File: config.mk
export PLATFORM = sky130hd
export DESIGN_NAME = uart_rx
export DESIGN_NICKNAME = d
export VERILOG_FILES = /design/src/rtl/uart_rx.sv
export SDC_FILE = /design/constraint.sdc
export NUM_CORES = 1
export LEC_CHECK = 0
export CAP_MARGIN = 20
export CORE_AREA = 5 5 86 64
export DETAILED_ROUTE_END_ITERATION = 7
export DIE_AREA = 0 0 91 69
export PLACE_DENSITY = 0.79
export SLEW_MARGIN = 0
export SYNTH_ARGS = -nofsm -noshare
export SYNTH_HDL_FRONTEND = slang
export SYNTH_SLANG_ARGS = --single-unit
File: constraint.sdc
create_clock -name CLK -period 3.6 [get_ports CLK]
set_input_delay 0.54 -clock CLK [delete_from_list [all_inputs] [get_ports CLK]]
set_output_delay 0.54 -clock CLK [all_outputs]
set_load 0.02 [all_outputs]
File: src/rtl/uart_rx.sv
// UART receiver: oversampled serial input, 3-sample mid-bit majority vote,
// optional even/odd parity, stop-bit check and one-cycle result strobes.
module uart_rx #(
  parameter int DATA_WIDTH = 8
) (
  input  logic                  CLK,
  input  logic                  RST,
  input  logic                  RX_IN,
  input  logic                  PAR_EN,
  input  logic                  PAR_TYP,
  input  logic [5:0]            Prescale,
  output logic [DATA_WIDTH-1:0] P_DATA,
  output logic                  data_valid,
  output logic                  parity_error,
  output logic                  stop_error
);

  localparam logic [2:0] IDLE   = 3'd0;
  localparam logic [2:0] START  = 3'd1;
  localparam logic [2:0] DATA   = 3'd2;
  localparam logic [2:0] PARITY = 3'd3;
  localparam logic [2:0] STOP   = 3'd4;

  localparam int CW = $clog2(DATA_WIDTH) + 1;
  localparam logic [CW-1:0] BIT_LAST = CW'(DATA_WIDTH - 1);

  logic [2:0]            r_state;
  logic [5:0]            r_edge_cnt;
  logic [CW-1:0]         r_bit_cnt;
  logic [5:0]            r_prescale;
  logic                  r_par_en;
  logic                  r_par_typ;
  logic                  r_par_flag;
  logic [2:0]            r_samp;
  logic [DATA_WIDTH-1:0] r_shift;

  logic [5:0] w_pre_dec;
  logic [5:0] w_half;
  logic [5:0] w_last;
  logic       w_sample;
  logic       w_bit_end;
  logic       w_maj;
  logic       w_par_exp;

  // Unsupported ratios fall back to 8 so the bit timing is always well defined.
  assign w_pre_dec = (Prescale == 6'd16 || Prescale == 6'd32) ? Prescale : 6'd8;
  assign w_half    = {1'b0, r_prescale[5:1]};
  assign w_last    = r_prescale - 6'd1;
  assign w_sample  = (r_edge_cnt == w_half - 6'd1) || (r_edge_cnt == w_half) ||
                     (r_edge_cnt == w_half + 6'd1);
  assign w_bit_end = (r_edge_cnt == w_last);
  assign w_maj     = (r_samp[0] & r_samp[1]) | (r_samp[0] & r_samp[2]) |
                     (r_samp[1] & r_samp[2]);
  assign w_par_exp = r_par_typ ? ~^r_shift : ^r_shift;

  always_ff @(posedge CLK or posedge RST) begin
    if (RST) begin
      r_state      <= IDLE;
      r_edge_cnt   <= '0;
      r_bit_cnt    <= '0;
      r_prescale   <= 6'd8;
      r_par_en     <= 1'b0;
      r_par_typ    <= 1'b0;
      r_par_flag   <= 1'b0;
      r_samp       <= '0;
      r_shift      <= '0;
      P_DATA       <= '0;
      data_valid   <= 1'b0;
      parity_error <= 1'b0;
      stop_error   <= 1'b0;
    end else begin
      data_valid   <= 1'b0;
      parity_error <= 1'b0;
      stop_error   <= 1'b0;

      if (r_state != IDLE) begin
        r_edge_cnt <= w_bit_end ? 6'd0 : r_edge_cnt + 6'd1;
        if (w_sample)
          r_samp <= {r_samp[1:0], RX_IN};
      end

      case (r_state)
        IDLE: begin
          // The detect cycle itself is edge 0 of the start bit.
          if (!RX_IN) begin
            r_state    <= START;
            r_edge_cnt <= 6'd1;
            r_prescale <= w_pre_dec;
            r_par_en   <= PAR_EN;
            r_par_typ  <= PAR_TYP;
          end
        end
        START: begin
          if (w_bit_end) begin
            r_state   <= w_maj ? IDLE : DATA;
            r_bit_cnt <= '0;
          end
        end
        DATA: begin
          if (w_bit_end) begin
            r_shift <= {w_maj, r_shift[DATA_WIDTH-1:1]};
            if (r_bit_cnt == BIT_LAST) begin
              r_bit_cnt <= '0;
              r_state   <= r_par_en ? PARITY : STOP;
            end else begin
              r_bit_cnt <= r_bit_cnt + 1'b1;
            end
          end
        end
        PARITY: begin
          if (w_bit_end) begin
            r_par_flag <= (w_maj != w_par_exp);
            r_state    <= STOP;
          end
        end
        STOP: begin
          if (w_bit_end) begin
            stop_error   <= ~w_maj;
            parity_error <= r_par_flag;
            r_par_flag   <= 1'b0;
            if (w_maj && !r_par_flag) begin
              P_DATA     <= r_shift;
              data_valid <= 1'b1;
            end
            // A low line on the stop bit's last cycle starts the next frame.
            if (!RX_IN) begin
              r_state    <= START;
              r_edge_cnt <= 6'd1;
              r_prescale <= w_pre_dec;
              r_par_en   <= PAR_EN;
              r_par_typ  <= PAR_TYP;
            end else begin
              r_state <= IDLE;
            end
          end
        end
        default: r_state <= IDLE;
      endcase
    end
  end

endmodule

==> impl_results.md <==
- Status: completed
- Slew @ Worst Pin: 0.579 ns
- Hold WC Path Type: register to register
- Post-route minimum period: 2.72 ns
- Initial antenna violation count: 0
- Fmax: 0.367 GHz
- Layout cell share with drive strength beyond 1: 0.158
- Placer Congestion: slightly above 0.9
- Post-CTS Setup Repair Bufs: 0
- Yosys cell types: 50
- Drt wl/cell: about 16 um
- Post-synthesis adder-cell area fraction: 0.0330
- Mux cell area share after synthesis: 0.116
- RSZ-0062 raised after global routing: no
- Hold_buf cts: 0
- Final setup TNS: 0 ns
- Cell area after synthesis: roughly 0.0026 mm^2
- Clock Tree Root: clkbuf_8
- Main flop type after synthesis: dfrtp_1
- Cell Pwr Density: 599 mW/mm^2
- CTS tree: yes
- Detail Route Antenna Nets: 0
- First-pass GRT wire length: 8890 um
- Max clock buf depth: 2
- Setup crit end kind: register
- Syn_area_per_cell: between 10 and 15 um^2
- Initial core utilization: 0.561
- Final cycle utilization of the critical path: 0.756
- Clk_skew: 0.00647 ns
- Area grow syn2layout: 13.1%
- Final setup violation count: 0
- DIE AREA: 0.00628 mm^2
- Seq/Total Area, Yosys: 0.428
- Vias in the first global route: ~1800
- Crit-path max FO: 9
- DP HPWL: between 3000 and 4000 um
- Post-synthesis xor/xnor area fraction: 0.109
- Die Width: around 90 um
- Clk slew on worst S/H paths: 0.08 ns
- H-tree levels: 2
- GRT Resource Usage Total: 0.172
- Final Net Count: 282
- Worst R2R Setup Slack: 0.88 ns
- Die Span Y: between 60 and 70 um
- Simple-Gate Fraction of Synth Area: 0.174
- Startpoint types: register
- Number of synthesized flops with an enable pin: 0
- Critical Path RT: 3.78 ns
- Core area: about 0.0046 mm^2
- Pin count of the biggest net entering global routing: 29
- Drt drc: 0
- Mapped Cells: about 250
- Hold Vio Cnt, Final: 0
- CTS buffer count: 5
- Resized Gates After CTS: 0
- Initial drt markers: 131
- Vias: about 1900
- Pins Over Slew Limit: 0
- Design Area, Final: 0.00291 mm^2
- Row count: 21
- Placement-stage cell area: approximately 0.0028 mm^2
- Buffers added on ports: 21
- Asr flop ratio synth: 1.00
- Ports: 22
- # diodes: 0
- Synth Area in Compound Gates: 0.0956
- FF+latch count, synth: 44
- WP data arrival: 2.90 ns
- Leak: about 1.3 nW
- Total chip power: 1.75 mW
- Via density per instance: 5.79
- Largest family of logic cells by synthesized area: simple AND/OR/NAND/NOR gates
- Clock sink total: 44
- Max_slew headroom: 0.612
- Crit path kind: register to register
- Max Cap Violations: 0
- Worst-Skew Late Latency: 0.30 ns
- Syn Nets: 269
- Worst vdd rail ir drop: 0.468 mV
- DRT Wirelength: 5180 um
- First-pass iteration count of the detailed router: 4
- Yosys warns: 0
- Total global routing overflow: 0
==> metal layers <==
| metal | wire, um | part of all wire | up-vias | track usage |
|---|---|---|---|---|
| met4 | 42 | 0.0081 | 0 | 0.0440 |
| met1 | 2530 | 0.49 | 888 | 0.251 |
| met5 | 0 | 0 | - | 0 |
| li1 | - | - | 913 | - |
| met2 | 2310 | 0.45 | 62 | 0.258 |
| met3 | 304 | 0.059 | 7 | 0.0391 |
==> logic make-up (layout without fill, tap and decap cells) <==
| family | after synthesis | count (layout) |
|---|---|---|
| simple gates | 87 | 87 |
| xor+xnor | 32 | 32 |
| mux | 24 | 24 |
| fa+ha+maj | 7 | 7 |
| buf+inv | 26 | 40 |
| flops | 44 | 44 |
| compound gates | 32 | 32 |
==> cells in the final DEF, fill, tap and decap left out, types with 3 or more instances in the layout <==
| master | n |
|---|---|
| a21oi_1 | 5 |
| and2_1 | 3 |
| and3_1 | 4 |
| clkbuf_8 | 6 |
| clkdlybuf4s50_1 | 21 |
| dfrtp_1 | 43 |
| ha_1 | 6 |
| inv_1 | 8 |
| mux2_2 | 15 |
| mux2_4 | 8 |
| nand2_1 | 20 |
| nand3_1 | 14 |
| nand4_1 | 5 |
| nor2_1 | 15 |
| nor3_1 | 8 |
| nor3b_1 | 3 |
| o211ai_1 | 4 |
| o21ai_0 | 4 |
| o31ai_1 | 6 |
| or4_1 | 3 |
| xnor2_1 | 20 |
| xor2_1 | 12 |
==> worst max-delay path, cell delays in order (launching register included) <==
cell and delay (ns):
dfrtp_1 0.49, inv_1 0.15, ha_1 0.22, nor3b_2 0.23, nand2_1 0.10, xnor2_1 0.17, o2111ai_2 0.14, or4_1 0.71
mux2_4 0.40
==> where the power goes <==
part | total [mW] | internal, mW | leakage [nW] | switching [mW]
Clock | 0.399 | 0.227 | 0.0614 | 0.172
Combinational | 0.602 | 0.298 | 0.630 | 0.304
Sequential | 0.745 | 0.583 | 0.582 | 0.162
==> registers in the layout (all words and copies together) (netlist names), 3 cells and up <==
register	flops
r_samp	3
r_prescale	6
r_state	3
P_DATA	8
r_bit_cnt	4
r_edge_cnt	6
r_shift	8
==> cell usage after synthesis, types with 8 or more instances <==
cell / instances / share of area
clkbuf_1: 8 / 0.012
dfrtp_1: 43 / 0.42
inv_1: 9 / 0.013
mux2_2: 15 / 0.066
mux2_4: 8 / 0.047
nand2_1: 20 / 0.029
nand3_1: 14 / 0.027
nor2_1: 15 / 0.022
nor3_1: 8 / 0.016
xnor2_1: 20 / 0.068
xor2_1: 12 / 0.041
==> path summary, 6_finish.rpt <==
check,cells past startpoint,from,end
min,1,P_DATA[4],P_DATA[4]
max reg2reg,8,r_prescale[2],r_shift[2]
min reg2reg,1,P_DATA[4],P_DATA[4]
max,8,r_prescale[2],r_shift[2]
max in group asynchronous,3,RST,r_shift[2]
min in group asynchronous,2,RST,r_samp[2]
==> per-stage QoR <==
| step | setup WS (ns) | utilization | instances | hold WS, ns |
|---|---|---|---|---|
| 3_3_place_gp | 1.02 | 0.607 | 315 | 0.489 |
| 4_1_cts | 0.890 | 0.634 | 323 | 0.522 |
| 5_1_grt | 0.743 | 0.634 | 323 | 0.542 |
| 3_5_place_dp | 0.907 | 0.607 | 315 | 0.499 |
| 2_1_floorplan | 1.07 | - | 252 | 0.479 |
| 6_report | 0.879 | 0.634 | 323 | 0.515 |
==> layout make-up <==
| cell class | instances | area [um^2] |
|---|---|---|
| fill | 372 | 1680 |
| multi-input combinational | 182 | 1360 |
| sequential | 44 | 1100 |
| timing repair buffer | 23 | 225 |
| clock buffer | 6 | 82.6 |
| tap | 57 | 71.3 |
| clock inverter | 2 | 38.8 |
| inverter | 9 | 33.8 |
Power figures use the tool's default switching activity.
